**config.mk**
```make
export PLATFORM = sky130hd
export DESIGN_NAME = motor_ramp
export DESIGN_NICKNAME = d
export VERILOG_FILES = /design/src/rtl/motor_ramp_pkg.sv /design/src/rtl/motor_ramp_channel.sv /design/src/rtl/motor_ramp.sv
export SDC_FILE = /design/constraint.sdc
export NUM_CORES = 1
export LEC_CHECK = 0
export CAP_MARGIN = 10
export CORE_MARGIN = 4
export CORE_UTILIZATION = 55
export DETAILED_ROUTE_END_ITERATION = 16
export GPL_TIMING_DRIVEN = 1
export PLACE_DENSITY = 0.77
export SKIP_LAST_GASP = 1
export SYNTH_ARGS = -nofsm -noshare
export SYNTH_HDL_FRONTEND = slang
export SYNTH_SLANG_ARGS = --single-unit
```
**constraint.sdc**
```tcl
create_clock -name i_clk -period 9.16 [get_ports i_clk]
set_input_delay 1.374 -clock i_clk [delete_from_list [all_inputs] [get_ports i_clk]]
set_output_delay 1.374 -clock i_clk [all_outputs]
set_load 0.02 [all_outputs]
```
**src/rtl/motor_ramp_pkg.sv**
```systemverilog
// Shared definitions for the motor slew-limiting stage and the PWM stage.
package motor_ramp_pkg;

  // Per-channel ramp FSM encoding.
  typedef enum logic [1:0] {
    ST_RUN   = 2'd0,
    ST_BRAKE = 2'd1,
    ST_DEAD  = 2'd2
  } ch_state_t;

  // Default timing: PWM counter terminal value (also the duty ceiling),
  // largest duty change per PWM period, and dead periods before a reversal.
  localparam int DEF_PERIOD   = 250000;
  localparam int DEF_DUTY_W   = 20;
  localparam int DEF_STEP     = 12500;
  localparam int DEF_DEADTIME = 2;

  // Bridge direction with both legs off.
  localparam logic [1:0] DIR_OFF = 2'b00;

endpackage

```
**src/rtl/motor_ramp_channel.sv**
```systemverilog
// One slew-limited H-bridge channel: duty ramp, brake-to-zero and dead time
// before any direction change. Updates only on i_tick; i_estop acts at once.
module motor_ramp_channel
  import motor_ramp_pkg::*;
#(
  parameter int DUTY_W   = DEF_DUTY_W,
  parameter int STEP     = DEF_STEP,
  parameter int DEADTIME = DEF_DEADTIME  // must be at least 1
) (
  input  logic              i_clk,
  input  logic              i_rst_n,
  input  logic              i_tick,
  input  logic              i_estop,
  input  logic [DUTY_W-1:0] i_tgt,     // already clamped to the ceiling
  input  logic [1:0]        i_dir,
  output logic [DUTY_W-1:0] o_duty,
  output logic [1:0]        o_dir,
  output logic [1:0]        o_state    // debug view of the FSM state
);

  localparam int CNT_W = $clog2(DEADTIME + 1);
  localparam logic [CNT_W-1:0]  DEAD_LAST = CNT_W'(DEADTIME - 1);
  localparam logic [DUTY_W:0]   STEP_X    = (DUTY_W + 1)'(STEP);
  localparam logic [DUTY_W-1:0] STEP_N    = STEP_X[DUTY_W-1:0];

  ch_state_t         r_state;
  logic [DUTY_W-1:0] r_duty;
  logic [1:0]        r_dir;
  logic [CNT_W-1:0]  r_dead_cnt;

  // Ramp arithmetic is done one bit wider so duty+STEP can never wrap.
  logic [DUTY_W:0]   w_duty_x;
  logic [DUTY_W:0]   w_tgt_x;
  logic [DUTY_W:0]   w_up;
  logic [DUTY_W:0]   w_gap;
  logic [DUTY_W-1:0] w_ramp;
  logic [DUTY_W-1:0] w_brake;

  // Next duty for a RUN tick (toward target, no overshoot) and a BRAKE tick (toward 0).
  always_comb begin
    w_duty_x = {1'b0, r_duty};
    w_tgt_x  = {1'b0, i_tgt};
    w_up     = w_duty_x + STEP_X;
    w_gap    = w_duty_x - w_tgt_x;
    w_ramp   = r_duty;
    if (w_duty_x < w_tgt_x) begin
      w_ramp = (w_up >= w_tgt_x) ? i_tgt : w_up[DUTY_W-1:0];
    end else if (w_duty_x > w_tgt_x) begin
      w_ramp = (w_gap <= STEP_X) ? i_tgt : (r_duty - STEP_N);
    end
    w_brake = (w_duty_x <= STEP_X) ? '0 : (r_duty - STEP_N);
  end

  // Channel FSM: reset beats estop, estop beats tick.
  always_ff @(posedge i_clk) begin
    if (!i_rst_n) begin
      r_state    <= ST_RUN;
      r_duty     <= '0;
      r_dir      <= DIR_OFF;
      r_dead_cnt <= '0;
    end else if (i_estop) begin
      r_state    <= ST_DEAD;
      r_duty     <= '0;
      r_dir      <= DIR_OFF;
      r_dead_cnt <= '0;
    end else if (i_tick) begin
      case (r_state)
        ST_RUN: begin
          // A direction request never ramps; it first brakes to zero.
          if (i_dir != r_dir) begin
            r_state <= ST_BRAKE;
          end else begin
            r_duty <= w_ramp;
          end
        end
        ST_BRAKE: begin
          r_duty <= w_brake;
          if (w_brake == '0) begin
            r_dir      <= DIR_OFF;
            r_dead_cnt <= '0;
            r_state    <= ST_DEAD;
          end
        end
        ST_DEAD: begin
          // Direction is latched only at exit, so late dir changes win.
          if (r_dead_cnt == DEAD_LAST) begin
            r_dir      <= i_dir;
            r_dead_cnt <= '0;
            r_state    <= ST_RUN;
          end else begin
            r_dead_cnt <= r_dead_cnt + CNT_W'(1);
          end
        end
        default: begin
          r_state    <= ST_DEAD;
          r_duty     <= '0;
          r_dir      <= DIR_OFF;
          r_dead_cnt <= '0;
        end
      endcase
    end
  end

  assign o_duty  = r_duty;
  assign o_dir   = r_dir;
  assign o_state = r_state;

endmodule

```
**src/rtl/motor_ramp.sv**
```systemverilog
// Slew-limiting stage between steering logic and the PWM generator.
// Channel A owns dir bits [1:0] (ena), channel B owns [3:2] (enb).
module motor_ramp
  import motor_ramp_pkg::*;
#(
  parameter int PERIOD   = DEF_PERIOD,
  parameter int DUTY_W   = DEF_DUTY_W,
  parameter int STEP     = DEF_STEP,
  parameter int DEADTIME = DEF_DEADTIME
) (
  input  logic              i_clk,
  input  logic              i_rst_n,
  input  logic [DUTY_W-1:0] i_target_a,
  input  logic [DUTY_W-1:0] i_target_b,
  input  logic [3:0]        i_dir_in,
  input  logic              i_estop,
  output logic [DUTY_W-1:0] o_duty_a,
  output logic [DUTY_W-1:0] o_duty_b,
  output logic [3:0]        o_dir_out,
  output logic              o_busy,
  output logic [1:0]        o_state_a,
  output logic [1:0]        o_state_b
);

  localparam logic [DUTY_W-1:0] PERIOD_V = DUTY_W'(PERIOD);

  logic [DUTY_W-1:0] r_tick_cnt;
  logic              r_busy;
  logic              w_tick;
  logic [DUTY_W-1:0] w_tgt_a;
  logic [DUTY_W-1:0] w_tgt_b;
  logic [DUTY_W-1:0] w_duty_a;
  logic [DUTY_W-1:0] w_duty_b;
  logic [1:0]        w_dir_a;
  logic [1:0]        w_dir_b;
  logic [1:0]        w_state_a;
  logic [1:0]        w_state_b;

  // PWM-period tick: counter runs 0..PERIOD, tick on the terminal count.
  always_ff @(posedge i_clk) begin
    if (!i_rst_n) begin
      r_tick_cnt <= '0;
    end else if (w_tick) begin
      r_tick_cnt <= '0;
    end else begin
      r_tick_cnt <= r_tick_cnt + DUTY_W'(1);
    end
  end

  assign w_tick = (r_tick_cnt == PERIOD_V);

  // Targets above the PWM terminal value cannot be produced, so clamp them.
  assign w_tgt_a = (i_target_a > PERIOD_V) ? PERIOD_V : i_target_a;
  assign w_tgt_b = (i_target_b > PERIOD_V) ? PERIOD_V : i_target_b;

  motor_ramp_channel #(
    .DUTY_W  (DUTY_W),
    .STEP    (STEP),
    .DEADTIME(DEADTIME)
  ) u_ch_a (
    .i_clk  (i_clk),
    .i_rst_n(i_rst_n),
    .i_tick (w_tick),
    .i_estop(i_estop),
    .i_tgt  (w_tgt_a),
    .i_dir  (i_dir_in[1:0]),
    .o_duty (w_duty_a),
    .o_dir  (w_dir_a),
    .o_state(w_state_a)
  );

  motor_ramp_channel #(
    .DUTY_W  (DUTY_W),
    .STEP    (STEP),
    .DEADTIME(DEADTIME)
  ) u_ch_b (
    .i_clk  (i_clk),
    .i_rst_n(i_rst_n),
    .i_tick (w_tick),
    .i_estop(i_estop),
    .i_tgt  (w_tgt_b),
    .i_dir  (i_dir_in[3:2]),
    .o_duty (w_duty_b),
    .o_dir  (w_dir_b),
    .o_state(w_state_b)
  );

  // busy: registered view of "either channel not yet settled on its target".
  always_ff @(posedge i_clk) begin
    if (!i_rst_n) begin
      r_busy <= 1'b0;
    end else begin
      r_busy <= (w_state_a != ST_RUN) || (w_state_b != ST_RUN) ||
                (w_duty_a != w_tgt_a) || (w_duty_b != w_tgt_b);
    end
  end

  assign o_duty_a  = w_duty_a;
  assign o_duty_b  = w_duty_b;
  assign o_dir_out = {w_dir_b, w_dir_a};
  assign o_busy    = r_busy;
  assign o_state_a = w_state_a;
  assign o_state_b = w_state_b;

endmodule

```
# After elaboration in Yosys (flattened, before gate mapping)
# Cells that the tools add are included.
totals:
  reg_bits: 73
  latchBits: 0
  ram_bits: 0
  romBits: 0
  in_bits: 47
  output_inout_bits: 49
  elab_cells: 125
  mem_count: 0
classes:
  addsub: 9
  multipliers: 0
  n_div: 0
  magnitude_cmp: 12
  n_eq_ne: 27
  shift: 0
  mux: 38
  bitwise: 5
  n_reduce_logical: 22
op_table:
  columns: ["op", "n"]
  rows:
  - ["2-to-1 mux 20 bit", 14]
  - ["one-hot mux 20 bit (3 select lines)", 2]
  - ["adder 20 x 14 -> 21 bit, second input constant", 2]
  - ["greater-or-equal comparator 21 x 20 -> 1 bit", 2]
  - ["less-or-equal comparator 21 x 14 -> 1 bit, second input constant", 2]
  - ["subtractor 20 x 20 -> 21 bit", 2]
  - ["> comparator 20 x 18 -> 1 bit, second input constant", 2]
  - ["> comparator 20 bit", 2]
  - ["less-or-equal comparator 20 x 14 -> 1 bit, second input constant", 2]
  - ["zero test 20 bit", 2]
  - ["< comparator 20 bit", 2]
  - ["inequality test 20 bit", 2]
  - ["subtractor 20 x 14 -> 20 bit, second input constant", 2]
  - ["one-hot mux 2 bit (3 select lines)", 6]
  - ["2-to-1 mux 2 bit", 16]
  - ["AND reduction 4 bit", 8]
  - ["adder 20 x 1 -> 20 bit, second input constant", 1]
  - ["equality test 20 x 18 -> 1 bit, second input constant", 1]
  - ["inequality test 3 x 2 -> 1 bit, second input constant", 6]
  - ["inequality test 2 x 1 -> 1 bit, second input constant", 6]
  - ["equality test 2 x 1 -> 1 bit, second input constant", 4]
  - ["inequality test 3 x 1 -> 1 bit, second input constant", 2]
  - ["AND reduction 3 bit", 2]
  - ["nonzero test 2 bit", 3]
  - ["8 further kinds", 20]

# Depth between registers and ports, before layout
# Gate-level depths: netlist (run 1).
logic_depth:
  ltp_word: 9
  mapped_depth: 23

# Modules after synthesis
# From an unflattened synthesis (run 1), not the netlist that was laid out.
unflattened:
  hier_cells: 1497
  area_unflattened_um2: 10453.8
modules_own_cells:
  columns: ["mod", "instances", "cells_each", "area_each_um2"]
  rows:
  - ["motor_ramp_channel (u_ch_b)", 1, 591, 4257.8]
  - ["motor_ramp_channel (u_ch_a)", 1, 618, 4219.0]
  - ["motor_ramp", 1, 288, 1976.9]

# Least setup slack after synthesis (run 1)
# OpenSTA, ideal clock, no wires.
synth_timing:
  path_kind: "in2reg"
  start: "input i_target_b[0]"
  end: "register u_ch_b.r_duty[16], in the netlist u_ch_b.o_duty[16]"
  setup_time_ns: 0.068
  arrival_ns: 6.239
  required_ns: 9.092
  slack_ns: 2.853
  cell_stages: 22
  n_path_buf: 3
  cell_sequence: "nor4_1 > nand2_1 > a211o_1 > a211o_2 > a31oi_1 > clkbuf_1 > nand2_1 > ha_1 > clkbuf_1 > nor2b_1 > o21ai_0 > a21oi_1 > a211oi_4 > o211ai_1 > a211o_1 > a2111o_1 > a311oi_2 > nand2_2 > and2_4 > buf_6 > a221o_1 > o21ai_2"
synth_between:
  elab_chain_cells: 9
  elab_cells_between_ends: 15
  classes_between: "add/sub (1); order compare (5); eq/ne (1); mux (7); reduce/logical (1)"
synth_rtl:
  columns: ["element", "line_no", "source"]
  rows:
  - ["from (decl)", "motor_ramp.sv:14", "input logic [DUTY_W-1:0] i_target_b,"]
  - ["> comparator 20 x 18 -> 1 bit", "motor_ramp.sv:54", "assign w_tgt_b = (i_target_b > PERIOD_V) ? PERIOD_V : i_target_b;"]
  - ["2-to-1 mux 20 bit *", "motor_ramp.sv:54", null]
  - ["subtractor 20 x 20 -> 21 bit", "motor_ramp_channel.sv:44", "w_gap = w_duty_x - w_tgt_x;"]
  - ["less-or-equal comparator 21 x 14 -> 1 bit", "motor_ramp_channel.sv:49", "w_ramp = (w_gap <= STEP_X) ? i_tgt : (r_duty - STEP_N);"]
  - ["2-to-1 mux 20 bit", "motor_ramp_channel.sv:49", null]
  - ["2-to-1 mux 20 bit", "motor_ramp_channel.sv:48", "end else if (w_duty_x > w_tgt_x) begin"]
  - ["2-to-1 mux 20 bit", "motor_ramp_channel.sv:46", "if (w_duty_x < w_tgt_x) begin"]
  - ["2-to-1 mux 20 bit", "motor_ramp_channel.sv:70", "if (i_dir != r_dir) begin"]
  - ["one-hot mux 20 bit (3 select lines)", "motor_ramp_channel.sv:67", "case (r_state)"]
  - ["to (signal assigned)", "motor_ramp_channel.sv:73", "r_duty <= w_ramp;"]
  - ["to (signal assigned)", "motor_ramp_channel.sv:77", "r_duty <= w_brake;"]
  - ["to (decl)", "motor_ramp_channel.sv:27", "logic [DUTY_W-1:0] r_duty;"]
# Every way passes the cells marked *; elsewhere a longest branch is shown, timed or not. The select of a mux whose other input is x is not followed.
# A chain may end at the register's enable or synchronous reset.

# Worst setup path in the final report (run 1)
layout_timing:
  start: "input i_target_a[0]"
  end: "register u_ch_a.r_duty[0], in the netlist u_ch_a.o_duty[0]"
layout_between:
  elab_chain_cells: 9
  elab_cells_between_ends: 15
  classes_between: "add/sub (1); order compare (5); eq/ne (1); mux (7); reduce/logical (1)"
layout_rtl:
  columns: ["element", "line_no", "source"]
  rows:
  - ["from (decl)", "motor_ramp.sv:13", "input logic [DUTY_W-1:0] i_target_a,"]
  - ["> comparator 20 x 18 -> 1 bit", "motor_ramp.sv:53", "assign w_tgt_a = (i_target_a > PERIOD_V) ? PERIOD_V : i_target_a;"]
  - ["2-to-1 mux 20 bit *", "motor_ramp.sv:53", null]
  - ["subtractor 20 x 20 -> 21 bit", "motor_ramp_channel.sv:44", null]
  - ["less-or-equal comparator 21 x 14 -> 1 bit", "motor_ramp_channel.sv:49", null]
  - ["2-to-1 mux 20 bit", "motor_ramp_channel.sv:49", null]
  - ["2-to-1 mux 20 bit", "motor_ramp_channel.sv:48", null]
  - ["2-to-1 mux 20 bit", "motor_ramp_channel.sv:46", null]
  - ["2-to-1 mux 20 bit", "motor_ramp_channel.sv:70", null]
  - ["one-hot mux 20 bit (3 select lines)", "motor_ramp_channel.sv:67", null]
  - ["to (signal assigned)", "motor_ramp_channel.sv:73", null]
  - ["to (signal assigned)", "motor_ramp_channel.sv:77", null]
  - ["to (decl)", "motor_ramp_channel.sv:27", null]
# Marks and branches as above.

==> results of run 1 <==
critical path, cell delays in order:
cell and delay (ps):
clkdlybuf4s50_1 460, nor4_1 500, a21boi_0 190, o31ai_1 210, nand3_1 100, a21oi_1 670, nand2_1 120, ha_1 340
nor2b_1 190, o21ai_0 360, nand3_1 220, a311oi_2 520, o211ai_1 200, a31oi_1 260, o21bai_1 220, a211o_1 310
buf_4 230, nor3_1 350, nand2_1 310, nor3_1 450, a21o_1 190
cell usage after synthesis (all sizes together), types with 5 or more instances:
master	n	share of area (%)
a211o	6	0.60
nor2	113	4.6
and3	21	1.4
o311ai	7	0.75
inv	37	1.5
a221o	6	0.66
a211oi	14	1.4
a31oi	19	1.4
nand4b	5	0.47
dfxtp	73	16
o21ai	75	4.3
nor2b	23	1.6
nor3	43	2.3
a31o	5	0.47
clkbuf	46	1.9
xor2	44	4.2
or4	5	0.45
nor4	23	1.6
o31ai	12	0.98
or2	13	0.88
a21oi	104	5.7
a22oi	5	0.41
a221oi	5	0.47
and4	5	0.47
o21a	10	0.81
xnor2	58	5.5
a21o	35	2.9
a311oi	10	1.1
a21boi	10	0.81
nand4	24	1.6
nand2	133	5.5
and2	14	1.0
ha	78	11
buf	22	1.5
nand2b	17	1.2
a41o	5	0.54
o211ai	11	1.0
or3	13	0.88
nand3	59	3.2
o21bai	7	0.57
cells in the final DEF, fill, tap and decap left out, drive strengths merged, types with 43 or more instances in the layout:
master / instances
xor2: 44
nor3: 43
clkdlybuf4s50: 95
dfxtp: 73
ha: 78
xnor2: 58
nand2: 133
a21oi: 104
nand3: 59
o21ai: 75
nor2: 113
final timing paths:
check                                                       start  slack, ps                                 to  cells past startpoint
worst max register to register      u_ch_b.o_duty[4]$_SDFFE_PP0P_       3820      u_ch_b.o_duty[5]$_SDFFE_PP0P_                     17
worst min-delay path            u_ch_a.r_dead_cnt[1]$_SDFFE_PP0P_        480  u_ch_a.r_dead_cnt[1]$_SDFFE_PP0P_                      1
worst min register to register  u_ch_a.r_dead_cnt[1]$_SDFFE_PP0P_        480  u_ch_a.r_dead_cnt[1]$_SDFFE_PP0P_                      1
worst max-delay path                                i_target_a[0]       1670      u_ch_a.o_duty[0]$_SDFFE_PP0P_                     21
sequential cells by signal (all words and copies together), names as in the netlist:
| name | flops |
|---|---|
| u_ch_b.o_duty | 20 |
| u_ch_b.o_state | 2 |
| r_tick_cnt | 20 |
| u_ch_b.r_dead_cnt | 2 |
| u_ch_a.r_dead_cnt | 2 |
| u_ch_a.o_duty | 20 |
| o_busy | 1 |
| u_ch_a.o_dir | 2 |
| u_ch_b.o_dir | 2 |
| u_ch_a.o_state | 2 |
power breakdown:
group | total (mW) | internal, mW | switching, mW
sequential | 0.323 | 0.319 | 0.00366
combinational | 0.130 | 0.0533 | 0.0769
clock | 0.355 | 0.210 | 0.145
total | 0.808 | 0.583 | 0.225
layout make-up:
cell class | instances | area (sq um) | area share [%]
clock buffers | 9 | 225.2 | 2.132
clock inverters | 6 | 67.56 | 0.6397
inverters | 37 | 138.9 | 1.315
multi-input cells | 1112 | 7360 | 69.68
flip-flops and latches | 73 | 1461 | 13.84
well taps | 220 | 275.3 | 2.606
repair buffers | 106 | 1033 | 9.786
layer usage:
layer  vias to the layer above  track usage [%]  wire length (um)
met1                      4749            44.21             13250
met4                         0            9.978               782
li1                       4860                -                 -
met2                       531            47.15             13180
met3                        85            6.757              2813
met5                         -                0                 0
stage by stage:
stage / worst slack [ps] / power, mW
final: 1669 / 0.8082
after global routing: 1271 / 0.8363
after CTS: 1967 / 0.8100
after detailed placement: 1685 / 0.4559
after global placement: 1936 / 0.4542
after floorplan: 2853 / 0.4048
logic make-up after synthesis:
| family | share of synthesized area [%] |
|---|---|
| AND/OR/NAND/NOR | 28.53 |
| other | 0.04062 |
| buffers and inverters | 4.987 |
| flip-flops | 15.83 |
| AO/OA/AOI/OAI | 29.48 |
| multiplexers | 0.6776 |
| XOR/XNOR | 9.676 |
| adder cells (fa/ha/maj) | 10.79 |
==> impl_metrics.tcl, run 1 <==
set metrics [dict create \
    syn-cell-area_sq_um 9233 \
    dp_hpwl_um 23280 \
    fillCellCount 1557 \
    firstDrtPassIters 6 \
    gp_congestion 0.9582 \
    rsz0062_at_grt "no" \
    clk_pin_slew_ps 60 \
    die_y_um 137.6 \
    final_hold_viol_count 0 \
    period_share_pct 81.78 \
    overflow 0 \
    cts_num_sinks 73 \
    die_x_um 137.6 \
    clock_latency_ps 340 \
    ys_seq_area_share_pct 15.83 \
    cts_resized 0 \
    clockBufferDepth 2 \
    ys_ff_latch 73 \
    crit_required_ps 9440 \
    cts_root_buf "clkbuf_16" \
    worstHoldPathType "reg -> reg" \
    via_per_inst 6.542 \
    wl_per_cell_um 19.21 \
    synthArstFlopShare_pct 0 \
    nets 1464 \
    fin_hold_ws_ps 475.4 \
    cts_setup_buffers 0 \
    cp-end-kind "register" \
    worst_pin_slew_ps 1134 \
    min_period_ps 7491 \
    ys_types 98 \
    grt_usage_pct 31.25 \
    grt_first_pass_wirelength_um 47560 \
    layout-drive-gt1-share_pct 5.808 \
    ant_nets 0 \
    cp.arrival_ps 7770 \
    crit_type "in -> reg" \
    core_area_sq_um 16520 \
    cts_tree "done" \
    layoutNonFillerInstCount 1563 \
    syn_inst 1284 \
    maxCapViolCount 0 \
    num_io_pins 96 \
    synthFlopType "dfxtp_1" \
    holdBufCountCts 0 \
    synth_area_per_cell_sq_um 7.191 \
    place_inst 1548 \
    grt_max_degree 36 \
    wirelength_um 30030 \
    drt-initial-drc-count 1241 \
    postPlaceCellArea_sq_um 10270 \
    startpoint_type "primary input" \
    numCtsBuffers 9 \
    power_density_nw_per_um2 76.53 \
    cp_max_fo 27 \
    ctsHtreeMaxLevel 3 \
    status "completed" \
    synth_enable_flop_cells 0 \
    yosysWarnings 0 \
    start_util_pct 55.87 \
    diodes 0 \
    slew_viol_final 0 \
    final_core_util_pct 63.91 \
    ir_drop_v 0.00008422 \
    num_rows 47 \
    die-area_sq_um 18920 \
    portBuffers 95 \
    finalSetupViolations 0 \
    antenna_found_initial 0 \
    vias 10230 \
    drc 0 \
    finalSetupTns_ps 0 \
    grt_pass1_vias 9287 \
    max_freq_mhz 133.5 \
    skew_ps 10.65 \
    fin_area_sq_um 10560 \
    p_leak_nw 4.182 \
    max_slew_margin_pct 22.41 \
    syn_to_final_growth_pct 14.39 \
]
Note: power is estimated with default switching activity, not from simulation.
==> run 2, diff against run 1 <==
--- a/config.mk
+++ b/config.mk
@@ -7,10 +7,10 @@
 export LEC_CHECK = 0
 export CAP_MARGIN = 10
 export CORE_MARGIN = 4
-export CORE_UTILIZATION = 55
+export CORE_UTILIZATION = 54
 export DETAILED_ROUTE_END_ITERATION = 16
 export GPL_TIMING_DRIVEN = 1
-export PLACE_DENSITY = 0.77
+export PLACE_DENSITY = 0.79
 export SKIP_LAST_GASP = 1
 export SYNTH_ARGS = -nofsm -noshare
 export SYNTH_HDL_FRONTEND = slang
==> constraint.sdc (replaced) <==
create_clock -name i_clk -period 6.57 [get_ports i_clk]
set_input_delay 0.9855 -clock i_clk [delete_from_list [all_inputs] [get_ports i_clk]]
set_output_delay 0.9855 -clock i_clk [all_outputs]
set_load 0.02 [all_outputs]
==> impl_metrics.tcl, run 2 (synthesis results as in run 1) <==
set metrics [dict create \
    worst_pin_slew_ps 939.5 \
    start_util_pct 55.48 \
    crit_chain "clkdlybuf4s50_1 -> nor4_1 -> nand2_1 -> a211o_1 -> a211o_2 -> a31oi_1 -> buf_4 -> nand2_1 -> ha_1 -> buf_4 -> nor2b_1 -> o2111a_1 -> o31a_2 -> a211oi_4 -> o211ai_1 -> a211o_1 -> a2111o_1 -> a311oi_2 -> a21o_2 -> nor2_1 -> o311ai_1 -> nand2_1" \
    cp_slowest_stage_delay_ps 440 \
    ir_drop_v 0.0001791 \
    syn_to_final_growth_pct 17.59 \
    status "completed" \
    slew_viol_final 0 \
    drc 0 \
    regArea_sq_um 1461 \
    final_core_util_pct 65.24 \
    layout_commonest_cell "nand2_1" \
    num_io_pins 96 \
    die_x_um 138.8 \
    numCtsBuffers 9 \
    num_rows 47 \
    layout-drive-gt1-share_pct 8.134 \
    grt_max_degree 36 \
    cp.arrival_ps 6550 \
    fin_ws_ps 253.6 \
    power_frac_seq_pct 37.6 \
    p_leak_nw 4.374 \
    ctsHtreeMaxLevel 3 \
    gp_congestion 0.9717 \
    max_slew_margin_pct 37.13 \
    cts_num_sinks 73 \
    cts_tree "done" \
    crit_slowest_cell "clkdlybuf4s50_1" \
    max_freq_mhz 158.3 \
    finalSetupViolations 0 \
    final_hold_viol_count 0 \
    cpMostUsedCell "nand2_1" \
    cts_root_buf "clkbuf_16" \
    wirelength_um 31080 \
    drt-initial-drc-count 1245 \
    diodes 0 \
    dp_hpwl_um 23990 \
    cts_resized 0 \
    maxCapViolCount 0 \
    vias 10480 \
    firstDrtPassIters 5 \
    die_y_um 138.8 \
    fillCellCount 1512 \
    finalSetupTns_ps 0 \
    cp_num_buf_inv 3 \
    multi_input_comb_area_sq_um 7360 \
    dpl_worst_slack_ps 1.104 \
    final_cell_mix "nand2_1 (131), nor2_1 (113), a21oi_1 (103)" \
    overflow 0 \
    clockPowerShare_pct 46.6 \
    cts_setup_buffers 0 \
    via_per_inst 6.564 \
    netSwitchingFraction_pct 28.03 \
    startpoint_type "primary input" \
    fin_hold_ws_ps 481.8 \
    skew_ps 9.416 \
    worstHoldPathType "reg -> reg" \
    ant_nets 0 \
    switchingPower_uw 335.7 \
    grt_first_pass_wirelength_um 49340 \
    core_area_sq_um 16640 \
    cp_max_fo 17 \
    crit_required_ps 6810 \
    fin_area_sq_um 10860 \
    wl_per_cell_um 19.46 \
    rsz0062_at_grt "no" \
    combinationalPowerShare_pct 15.8 \
    clock_latency_ps 350 \
    die-area_sq_um 19250 \
    postPlaceCellArea_sq_um 10530 \
    critPathTopFamily "compound AO/OA/AOI/OAI gates" \
    p_int_uw 862.2 \
    grt_pass1_vias 9476 \
    crit_type "in -> reg" \
    period_share_pct 96.14 \
    nets 1497 \
    antenna_found_initial 0 \
    power_density_nw_per_um2 110.3 \
    cp-end-kind "register" \
    clockBufferDepth 2 \
    min_period_ps 6316 \
    clk_pin_slew_ps 60 \
    portBuffers 95 \
    holdBufCountCts 0 \
    grt_usage_pct 30.61 \
]
run 2: cell types whose count changed in the layout (fill, tap and decap cells not counted):
| cell | before | now |
|---|---|---|
| buf_12 | 0 | 1 |
| inv_8 | 0 | 1 |
| clkinvlp_4 | 2 | 0 |
| buf_4 | 11 | 43 |
| bufinv_16 | 1 | 2 |
| clkinv_4 | 1 | 2 |
run 2: final cells by class:
type | count | area share [%]
clock buffers | 9 | 2.074
clock inverters | 7 | 0.9450
inverters | 37 | 1.279
multi-input cells | 1112 | 67.79
flip-flops and latches | 73 | 13.46
well taps | 220 | 2.535
repair buffers | 139 | 11.92
run 2: metal layers:
layer / part of all wire (%) / wire (um) / vias up / global-route usage, %
met4: 2.9 / 888 / 0 / 9.320
li1: - / - / 4945 / -
met3: 9.9 / 3070 / 75 / 7.138
met1: 44 / 13580 / 4890 / 43.03
met5: 0 / 0 / - / 0
met2: 44 / 13550 / 572 / 46.74
run 2: path summary, 6_finish.rpt:
path / startpoint / endpoint / slack, ps / depth (start not counted)
worst max-delay path: i_target_b[0] / u_ch_b.o_duty[1]$_SDFFE_PP0P_ / 250 / 22
worst min-delay path: u_ch_b.r_dead_cnt[1]$_SDFFE_PP0P_ / u_ch_b.r_dead_cnt[1]$_SDFFE_PP0P_ / 480 / 2
worst max register to register: u_ch_b.o_duty[5]$_SDFFE_PP0P_ / u_ch_b.o_duty[1]$_SDFFE_PP0P_ / 1660 / 18
worst min register to register: u_ch_b.r_dead_cnt[1]$_SDFFE_PP0P_ / u_ch_b.r_dead_cnt[1]$_SDFFE_PP0P_ / 480 / 2
run 2: power groups by stage:
stage | Clock (mW) | Combinational [mW] | Sequential, mW
6_report | 0.559 | 0.189 | 0.450
5_1_grt | 0.574 | 0.204 | 0.451
3_3_place_gp | 0 | 0.181 | 0.460
3_5_place_dp | 0 | 0.183 | 0.460
4_1_cts | 0.557 | 0.185 | 0.450
2_1_floorplan | 0 | 0.106 | 0.459
run 2: worst reg2reg max path, delay by kind of cell, from the launching register on:
family,cells,cell delay (ps)
flip-flops,1,580
adder cells (fa/ha/maj),1,320
AO/OA/AOI/OAI,8,2620
buffers and inverters,2,370
AND/OR/NAND/NOR,6,710
XOR/XNOR,1,190
run 2: through the flow:
stage          power [mW]  cells
5_1_grt             1.229   1597
2_1_floorplan      0.5643   1291
6_report            1.198   1597
3_5_place_dp       0.6437   1581
3_3_place_gp       0.6407   1581
4_1_cts             1.192   1597
